**config.mk**
```make
export PLATFORM = sky130hd
export DESIGN_NAME = fpmult_rr_arbiter_flat
export DESIGN_NICKNAME = d
export VERILOG_FILES = /design/src/rtl/fpmult_rr_arbiter_if.sv /design/src/rtl/fpmult_rr_arbiter.sv /design/src/flat_wrapper.sv
export SDC_FILE = /design/constraint.sdc
export NUM_CORES = 1
export LEC_CHECK = 0
export BUFFER_PORTS_ARGS = -buffer_cell sky130_fd_sc_hd__buf_2
export CAP_MARGIN = 0
export CELL_PAD_IN_SITES_DETAIL_PLACEMENT = 1
export CELL_PAD_IN_SITES_GLOBAL_PLACEMENT = 1
export CORE_AREA = 2 2 163 165
export DETAILED_ROUTE_END_ITERATION = 8
export DIE_AREA = 0 0 165 167
export GPL_TIMING_DRIVEN = 1
export PLACE_DENSITY = 0.72
export SKIP_CTS_REPAIR_TIMING = 1
export SLEW_MARGIN = 20
export SYNTH_ARGS = -nofsm -noshare
export SYNTH_HDL_FRONTEND = slang
export SYNTH_SLANG_ARGS = --single-unit
export TNS_END_PERCENT = 1
```
**constraint.sdc**
```tcl
create_clock -name clk -period 3.9 [get_ports clk]
set_clock_uncertainty 0.15 [all_clocks]
set_input_delay 0.195 -clock clk [delete_from_list [all_inputs] [get_ports clk]]
set_output_delay 0.195 -clock clk [all_outputs]
set_load 0.02 [all_outputs]
```
**src/rtl/fpmult_rr_arbiter_if.sv**
```systemverilog
// fpmult_rr_arbiter_if: requester, response and FPMult-side signals of the shared multiplier arbiter
interface fpmult_rr_arbiter_if #(parameter int N_REQ = 4);
    logic [N_REQ-1:0]   req_valid;
    logic [32*N_REQ-1:0] req_a;
    logic [32*N_REQ-1:0] req_b;
    logic [3*N_REQ-1:0] req_ctrl;
    logic [N_REQ-1:0]   req_ready;
    logic               drain;
    logic               idle;
    logic [31:0]        mult_a;
    logic [31:0]        mult_b;
    logic [2:0]         mult_ctrl;
    logic [31:0]        mult_p;
    logic [N_REQ-1:0]   rsp_valid;
    logic [31:0]        rsp_p;
    modport slave (
        input  req_valid, req_a, req_b, req_ctrl, drain, mult_p,
        output req_ready, idle, mult_a, mult_b, mult_ctrl, rsp_valid, rsp_p
    );
    modport master (
        output req_valid, req_a, req_b, req_ctrl, drain, mult_p,
        input  req_ready, idle, mult_a, mult_b, mult_ctrl, rsp_valid, rsp_p
    );
endinterface

```
**src/rtl/fpmult_rr_arbiter.sv**
```systemverilog
// fpmult_rr_arbiter: round-robin sharing of one FPMult among N_REQ requesters; FPMULT_RR_ARBITER_PRIO0_EN gives port 0 strict priority
module fpmult_rr_arbiter #(
    parameter int N_REQ    = 4,
    parameter int MULT_LAT = 0,
    parameter int TAG_W    = 2
) (
    input logic clk,
    input logic rst_n,
    fpmult_rr_arbiter_if.slave bus
);
    logic [TAG_W-1:0] rr_ptr;
    logic [TAG_W-1:0] gidx;
    logic [TAG_W-1:0] k;
    logic             found;
    logic             accept;
    logic             hold_ptr;
    logic             any_v;
    logic [31:0]      sel_a;
    logic [31:0]      sel_b;
    logic [2:0]       sel_c;
    logic             stage_v [MULT_LAT+1];
    logic [TAG_W-1:0] stage_t [MULT_LAT+1];

    // first valid port at or after rr_ptr, optionally overridden by port 0
    always_comb begin
        found = 1'b0;
        gidx  = '0;
        k     = '0;
        for (int i = 0; i < N_REQ; i++) begin
            k = TAG_W'((int'(rr_ptr) + i) % N_REQ);
            if (!found && bus.req_valid[k]) begin
                found = 1'b1;
                gidx  = k;
            end
        end
`ifdef FPMULT_RR_ARBITER_PRIO0_EN
        if (bus.req_valid[0]) begin
            found = 1'b1;
            gidx  = '0;
        end
`endif
    end

`ifdef FPMULT_RR_ARBITER_PRIO0_EN
    assign hold_ptr = bus.req_valid[0];
`else
    assign hold_ptr = 1'b0;
`endif

    assign accept        = found & ~bus.drain;
    assign bus.req_ready = accept ? (N_REQ'(1) << gidx) : '0;
    assign bus.idle      = ~|bus.req_ready & ~any_v & ~|bus.rsp_valid;

    // operand mux for the granted port
    always_comb begin
        sel_a = '0;
        sel_b = '0;
        sel_c = '0;
        for (int i = 0; i < N_REQ; i++) begin
            if (gidx == TAG_W'(i)) begin
                sel_a = bus.req_a[32*i +: 32];
                sel_b = bus.req_b[32*i +: 32];
                sel_c = bus.req_ctrl[3*i +: 3];
            end
        end
    end

    // any operation still travelling through the tag pipeline
    always_comb begin
        any_v = 1'b0;
        for (int i = 0; i <= MULT_LAT; i++) any_v = any_v | stage_v[i];
    end

    // register granted operands into the multiplier and advance the pointer
    always_ff @(posedge clk or negedge rst_n) begin
        if (!rst_n) begin
            bus.mult_a    <= '0;
            bus.mult_b    <= '0;
            bus.mult_ctrl <= '0;
            rr_ptr        <= '0;
        end else if (accept) begin
            bus.mult_a    <= sel_a;
            bus.mult_b    <= sel_b;
            bus.mult_ctrl <= sel_c;
            if (!hold_ptr) rr_ptr <= (gidx == TAG_W'(N_REQ-1)) ? '0 : gidx + 1'b1;
        end
    end

    // tag pipeline matching the multiplier latency, never stalls
    always_ff @(posedge clk or negedge rst_n) begin
        if (!rst_n) begin
            for (int i = 0; i <= MULT_LAT; i++) begin
                stage_v[i] <= 1'b0;
                stage_t[i] <= '0;
            end
        end else begin
            stage_v[0] <= accept;
            stage_t[0] <= gidx;
            for (int i = 1; i <= MULT_LAT; i++) begin
                stage_v[i] <= stage_v[i-1];
                stage_t[i] <= stage_t[i-1];
            end
        end
    end

    // capture the product and strobe the originating port
    always_ff @(posedge clk or negedge rst_n) begin
        if (!rst_n) begin
            bus.rsp_valid <= '0;
            bus.rsp_p     <= '0;
        end else begin
            bus.rsp_valid <= stage_v[MULT_LAT] ? (N_REQ'(1) << stage_t[MULT_LAT]) : '0;
            if (stage_v[MULT_LAT]) bus.rsp_p <= bus.mult_p;
        end
    end
endmodule

```
**src/flat_wrapper.sv**
```systemverilog
// flat-port wrapper written by rule: the top's interface ports become plain ports
module fpmult_rr_arbiter_flat 
#(
    parameter int N_REQ    = 4,
    parameter int MULT_LAT = 0,
    parameter int TAG_W    = 2
)
  (clk, rst_n, bus_req_valid, bus_req_a, bus_req_b, bus_req_ctrl, bus_drain, bus_mult_p, bus_req_ready, bus_idle, bus_mult_a, bus_mult_b, bus_mult_ctrl, bus_rsp_valid, bus_rsp_p);
  fpmult_rr_arbiter_if #(.N_REQ(N_REQ)) bus_i ();
  input logic clk;
  input logic rst_n;
  input wire logic [$bits(bus_i.req_valid)-1:0] bus_req_valid;
  input wire logic [$bits(bus_i.req_a)-1:0] bus_req_a;
  input wire logic [$bits(bus_i.req_b)-1:0] bus_req_b;
  input wire logic [$bits(bus_i.req_ctrl)-1:0] bus_req_ctrl;
  input wire logic [$bits(bus_i.drain)-1:0] bus_drain;
  input wire logic [$bits(bus_i.mult_p)-1:0] bus_mult_p;
  output wire logic [$bits(bus_i.req_ready)-1:0] bus_req_ready;
  output wire logic [$bits(bus_i.idle)-1:0] bus_idle;
  output wire logic [$bits(bus_i.mult_a)-1:0] bus_mult_a;
  output wire logic [$bits(bus_i.mult_b)-1:0] bus_mult_b;
  output wire logic [$bits(bus_i.mult_ctrl)-1:0] bus_mult_ctrl;
  output wire logic [$bits(bus_i.rsp_valid)-1:0] bus_rsp_valid;
  output wire logic [$bits(bus_i.rsp_p)-1:0] bus_rsp_p;
  assign bus_i.req_valid = bus_req_valid;
  assign bus_i.req_a = bus_req_a;
  assign bus_i.req_b = bus_req_b;
  assign bus_i.req_ctrl = bus_req_ctrl;
  assign bus_i.drain = bus_drain;
  assign bus_i.mult_p = bus_mult_p;
  assign bus_req_ready = bus_i.req_ready;
  assign bus_idle = bus_i.idle;
  assign bus_mult_a = bus_i.mult_a;
  assign bus_mult_b = bus_i.mult_b;
  assign bus_mult_ctrl = bus_i.mult_ctrl;
  assign bus_rsp_valid = bus_i.rsp_valid;
  assign bus_rsp_p = bus_i.rsp_p;
  fpmult_rr_arbiter #(.N_REQ(N_REQ), .MULT_LAT(MULT_LAT), .TAG_W(TAG_W)) u_core (.clk(clk), .rst_n(rst_n), .bus(bus_i));
endmodule
```
==> impl_metrics.py, run 1 <==
metrics = {
    "drt": {
        "dr.pass1.iters": 4,
        "viasPerCell": 4.97,
        "routed-via-count": 7622,
        "drt-total-wl_mm": 29.4,
        "post_drt_wl_per_cell_um": 19.2,
        "drt-initial-drc-count": 346,
        "ant_nets": 0,
        "drc": 0,
    },
    "grt": {
        "grt_use_total_pct": 18.6,
        "grt_max_degree": 74,
        "grt_pass1_wl_mm": 40.3,
        "grt_pass1_vias": 7473,
        "grt_overflow": 0,
        "antenna_found_initial": 1,
    },
    "floorplanning": {
        "die_x_um": 165,
        "core_area_um2": 25800,
        "rows": 59,
        "initial_core_util_pct": 25.9,
        "die_height_um": 167,
        "pin_count": 415,
        "dieArea_um2": 27600,
    },
    "clock_network": {
        "cts_buffers": 9,
        "clockBufferDepth": 2,
        "h-tree-depth": 3,
        "cts.sinks": 108,
        "worstSkewPairLatency_ps": 360,
        "cts_tree": "built",
        "clock-root-buffer": "clkbuf_16",
        "clk_pin_slew_worst_paths_ps": 100,
    },
    "place": {
        "dp_cells": 1418,
        "placed_cell_area_um2": 9040,
        "io_buffer_count": 414,
        "routabilityCongestion": 0.794,
        "hpwl_mm": 20.3,
    },
    "finish": {
        "syn_to_final_growth_pct": 55.4,
        "fin_cells": 1535,
        "design_area_um2": 10400,
        "fin_nets": 1505,
        "drive_gt1_share_pct": 45.0,
    },
    "synth": {
        "yosys.area.top_type": "dfrtp_1",
        "yosysSeqAreaShare_pct": 40.5,
        "synth_area_um2": 6670,
        "syn_area_per_cell_um2": 9.17,
        "synth_area_leaders": "dfrtp_1, a221o_1, nand3b_1, a21oi_1, a31oi_1",
        "ys_ff_latch": 108,
        "yosysTopAreaCellShare_pct": 40.5,
        "syn-instance-count": 727,
        "yosys_warnings": 0,
        "synth_nets": 1038,
        "ys_types": 33,
    },
    "worst_setup_path": {
        "crit_fanout": 50,
        "critical-path-slowest-cell": "or4_1",
        "cp_cell_sequence": "mux2i_1 -> or2_2 -> nand3_1 -> ha_4 -> or4_1 -> a211oi_1 -> buf_2",
        "setup.worst_path.start_class": "register",
        "crit_arrival_ps": 2830,
        "crit_path_max_incr_delay_ps": 540,
        "path_class": "reg2out",
        "crit_required_ps": 3560,
        "endpoint_kind": "primary output",
    },
    "timing": {
        "post-route-period-util_pct": 81.3,
        "max_freq_ghz": 0.315,
        "maxSlewHeadroom_pct": 42.2,
        "period_needed_ps": 3170,
        "final-hold-violation-count": 0,
        "worst_slew_pin_slew_ps": 866,
        "rsz0062_at_grt": "no",
        "tns_ps": 0,
        "setup_viol_count_final": 0,
        "slew_violations": 0,
    },
    "power": {
        "combPwrFrac_pct": 53.7,
        "clkPwrFrac_pct": 17.0,
        "ir_drop_v": 0.000237,
        "p_int_uw": 3260,
        "p_leak_uw": 0.00484,
        "switchingPower_uw": 2620,
        "power_frac_seq_pct": 29.4,
        "power_density_nw_per_um2": 567,
        "swShare_pct": 44.5,
    },
    "status": {
        "outcome": "complete, no violations",
    },
    "job": {
        "max_cap_viol_count": 0,
    },
    "worst_hold_path": {
        "holdCritPathClass": "in2reg",
    },
}
## state kept, by name (all words and copies together) (netlist names)
register,count
u_core.bus.rsp_valid,4
u_core.stage_t,2
u_core.rr_ptr,2
u_core.bus.mult_a,32
u_core.bus.mult_ctrl,3
u_core.any_v,1
u_core.bus.rsp_p,32
u_core.bus.mult_b,32
## logic make-up after synthesis
group                    synth area share [%]
AND/OR/NAND/NOR                          13.3
AO/OA/AOI/OAI                            30.1
adder cells (fa/ha/maj)                 0.751
buffers and inverters                    9.61
multiplexers                             5.72
flip-flops                               40.5
## power by group through the flow
stage,Sequential [uW],Combinational [uW],Clock (uW)
final,1730,3150,998
after global routing,1780,3440,1070
after detailed placement,1750,3080,0
after floorplan,2150,1600,0
after global placement,1720,3020,0
after CTS,1720,3080,1030
## final cells by class
class / instances / area, um^2
Antenna cell: 1 / 2.50
Fill cell: 3080 / 15400
Inverter: 69 / 260
Multi-Input combinational cell: 471 / 3370
Clock buffer: 9 / 225
Clock inverter: 7 / 93.8
Tap cell: 335 / 419
Timing Repair Buffer: 535 / 3280
Sequential cell: 108 / 2700
## Yosys cell counts (all sizes together)
library cell / instances
o211ai: 1
ha: 4
a21o: 1
a211oi: 1
nor2: 3
o22ai: 1
or2: 1
a31oi: 67
nor4: 1
nand3b: 67
nand3: 1
and3: 6
o22a: 1
clkbuf: 48
a21oi: 137
dfrtp: 108
or4: 3
and3b: 2
nor3b: 1
buf: 31
o32a: 1
inv: 69
nand2b: 2
nand2: 68
mux2: 33
o21a: 1
mux2i: 1
a221o: 67
## through the flow
step	hold slack (ps)	setup slack (ps)	utilization (%)	total power, uW
3_5_place_dp	219	948	35.1	4820
4_1_cts	-186	653	36.3	5840
6_report	53.9	728	40.2	5880
5_1_grt	54.7	499	40.2	6280
3_3_place_gp	214	1070	35.1	4750
2_1_floorplan	-251	991	-	3740
## critical path, delay by kind of cell (launching register included)
kind / cells / cell delay, ps
muxes: 1 / 280
DFF: 1 / 490
and+or+nand+nor: 3 / 850
buffers and inverters: 1 / 210
AOI/OAI and AO/OA: 1 / 240
adders and majority gates: 1 / 380
## layout by cell type, fill, tap and decap left out, drive strengths merged, types with 3 or more instances in the layout
cell	n
dfrtp	108
a21oi	137
clkbuf	9
inv	73
and3	6
a31oi	67
nand2	68
mux2	33
ha	4
clkinv	3
nor2	3
a221o	67
dlygate4sd3	100
or4	3
nand3b	67
buf	435
## path summary, 6_finish.rpt
| check | endpoint | depth (start not counted) | slack, ps | from |
|---|---|---|---|---|
| max in group asynchronous | u_core.bus.mult_b[14]$_DFFE_PN0N_ | 3 | 2480 | rst_n |
| worst max register to register | u_core.bus.mult_a[19]$_DFFE_PN0N_ | 8 | 930 | u_core.rr_ptr[1]$_DFFE_PN0N_ |
| worst min-delay path | u_core.bus.mult_b[18]$_DFFE_PN0N_ | 4 | 50 | bus_req_b[82] |
| worst max-delay path | bus_idle | 7 | 730 | u_core.rr_ptr[1]$_DFFE_PN0N_ |
| worst min register to register | u_core.bus.rsp_valid[1]$_DFF_PN0_ | 1 | 340 | u_core.stage_t[1]$_DFF_PN0_ |
| min in group asynchronous | u_core.bus.mult_a[21]$_DFFE_PN0N_ | 2 | 340 | rst_n |
## routing by layer
metal | up-vias | wire (um) | GRT usage, %
met1 | 3716 | 11300 | 20.4
li1 | 3598 | - | -
met4 | 0 | 547 | 5.41
met2 | 280 | 15500 | 34.8
met3 | 28 | 2060 | 4.88
met5 | - | 0 | 0
(Power assumes the default switching activity.)
==> run 2, diff against run 1 <==
--- a/config.mk
+++ b/config.mk
@@ -9,11 +9,11 @@
 export CAP_MARGIN = 0
 export CELL_PAD_IN_SITES_DETAIL_PLACEMENT = 1
 export CELL_PAD_IN_SITES_GLOBAL_PLACEMENT = 1
-export CORE_AREA = 2 2 163 165
+export CORE_AREA = 2 2 162 164
 export DETAILED_ROUTE_END_ITERATION = 8
-export DIE_AREA = 0 0 165 167
+export DIE_AREA = 0 0 164 166
 export GPL_TIMING_DRIVEN = 1
-export PLACE_DENSITY = 0.72
+export PLACE_DENSITY = 0.75
 export SKIP_CTS_REPAIR_TIMING = 1
 export SLEW_MARGIN = 20
 export SYNTH_ARGS = -nofsm -noshare
==> constraint.sdc (replaced) <==
create_clock -name clk -period 2.6 [get_ports clk]
set_clock_uncertainty 0.15 [all_clocks]
set_input_delay 0.13 -clock clk [delete_from_list [all_inputs] [get_ports clk]]
set_output_delay 0.13 -clock clk [all_outputs]
set_load 0.02 [all_outputs]
==> impl_metrics.py, run 2 (same netlist as run 1, synthesis figures left out) <==
metrics = {
    "worst_setup_path": {
        "crit_fanout": 7,
        "setup.worst_path.start_class": "register",
        "path_class": "reg2out",
        "endpoint_kind": "primary output",
        "crit_required_ps": 2320,
        "crit_arrival_ps": 2550,
    },
    "clock_network": {
        "cts_buffers": 9,
        "clk_pin_slew_worst_paths_ps": 90,
        "h-tree-depth": 3,
        "clock-root-buffer": "clkbuf_16",
        "cts_tree": "built",
        "worstSkewPairLatency_ps": 360,
        "clockBufferDepth": 2,
        "cts.sinks": 108,
    },
    "timing": {
        "setup_viol_count_final": 1,
        "period_needed_ps": 2830,
        "fin_hold_ws_ps": -11.8,
        "setup_ws_ps": -231,
        "final-hold-violation-count": 7,
        "slew_violations": 0,
        "max_freq_ghz": 0.353,
        "rsz0062_at_grt": "yes",
        "post-route-period-util_pct": 109,
        "worst_slew_pin_slew_ps": 723,
        "maxSlewHeadroom_pct": 51.8,
    },
    "floorplanning": {
        "initial_core_util_pct": 26.0,
        "core_area_um2": 25600,
        "die_x_um": 164,
        "rows": 59,
        "dieArea_um2": 27200,
        "pin_count": 415,
        "die_height_um": 166,
    },
    "power": {
        "p_leak_uw": 0.00495,
        "ir_drop_v": 0.000456,
        "swShare_pct": 44.0,
        "clkPwrFrac_pct": 16.4,
        "combPwrFrac_pct": 55.1,
        "switchingPower_uw": 4010,
        "power_density_nw_per_um2": 855,
        "power_uw": 9110,
        "p_int_uw": 5100,
        "power_frac_seq_pct": 28.4,
    },
    "finish": {
        "utilization_pct": 41.6,
        "layout_commonest_cell": "buf_2",
        "mostFrequentLayoutCells": "buf_2, dfrtp_1, dlygate4sd3_1",
        "design_area_um2": 10700,
        "drive_gt1_share_pct": 46.2,
        "reg.largest.list": "u_core.bus.mult_a x32, u_core.bus.mult_b x32, u_core.bus.rsp_p x32",
        "syn_to_final_growth_pct": 59.8,
        "fin_nets": 1516,
        "fin_cells": 1546,
    },
    "drt": {
        "dr.pass1.iters": 4,
        "routed-via-count": 7813,
        "viasPerCell": 5.05,
        "drc": 0,
        "drt-initial-drc-count": 395,
        "post_drt_wl_per_cell_um": 18.8,
        "drt-total-wl_mm": 29.1,
        "ant_nets": 0,
    },
    "grt": {
        "antenna_found_initial": 1,
        "grt_pass1_wl_mm": 40.0,
        "grt_overflow": 0,
        "grt_pass1_vias": 7542,
        "grt_use_total_pct": 18.6,
        "grt_max_degree": 81,
    },
    "place": {
        "io_buffer_count": 414,
        "routabilityCongestion": 0.827,
        "dp_cells": 1423,
        "hpwl_mm": 20.0,
        "placed_cell_area_um2": 9170,
    },
    "status": {
        "failed_checks": "negative hold slack, negative setup slack",
        "outcome": "finished, violations left",
    },
    "worst_hold_path": {
        "holdCritPathClass": "in2reg",
    },
    "job": {
        "max_cap_viol_count": 0,
    },
}
-- run 2: changes by cell type in the layout (fill, tap and decap cells not counted), moves of 2 or more --
cell,change
buf_16,+3
dlygate4sd3_1,+2
and3_4,+2
buf_6,+3
buf_2,-2
and3_1,-2
buf_12,+4
-- run 2: stage by stage --
stage	setup slack, ps	setup TNS [ps]
floorplan	2.54	0
global placement	91.4	0
detailed placement	57.1	0
CTS	-362	-707
global route	-307	-2060
finish	-231	-231
-- run 2: cell type report --
class                           count  area, um^2
Fill cell                        3053       15000
Timing Repair Buffer              546        3500
Multi-Input combinational cell    471        3450
Sequential cell                   108        2700
Tap cell                          335         419
Inverter                           69         260
Clock buffer                        9         225
Clock inverter                      7        93.8
Antenna cell                        1        2.50
-- run 2: power by group through the flow --
stage	combinational [uW]	clock, uW	sequential [uW]
global route	5440	1600	2660
CTS	4740	1540	2580
global placement	4660	0	2580
floorplan	2420	0	3220
detailed placement	4740	0	2610
finish	5020	1500	2590
-- run 2: critical path: stages (launching register included) --
cell      delay (ps)
dfrtp_2          470
mux2i_2          170
or2_4            250
and3_4           200
ha_4             170
or4_4            520
a211oi_4         250
buf_6            150
-- run 2: layer usage --
metal / track usage [%] / up-vias / routed length, um
met5: 0 / - / 0
met4: 7.48 / 0 / 858
met2: 33.4 / 309 / 15200
li1: - / 3612 / -
met3: 4.20 / 54 / 1820
met1: 21.0 / 3838 / 11200
-- run 2: path summary, 6_finish.rpt --
path / startpoint / to / slack (ps) / cells past startpoint
worst min register to register: u_core.stage_t[1]$_DFF_PN0_ / u_core.bus.rsp_valid[1]$_DFF_PN0_ / 330 / 1
min in group asynchronous: rst_n / u_core.bus.mult_a[16]$_DFFE_PN0N_ / 170 / 2
max in group asynchronous: rst_n / u_core.rr_ptr[1]$_DFFE_PN0N_ / 1330 / 3
worst max-delay path: u_core.rr_ptr[1]$_DFFE_PN0N_ / bus_idle / -230 / 7
worst min-delay path: bus_req_a[76] / u_core.bus.mult_a[12]$_DFFE_PN0N_ / -10 / 4
worst max register to register: u_core.rr_ptr[1]$_DFFE_PN0N_ / u_core.bus.mult_b[29]$_DFFE_PN0N_ / 10 / 9
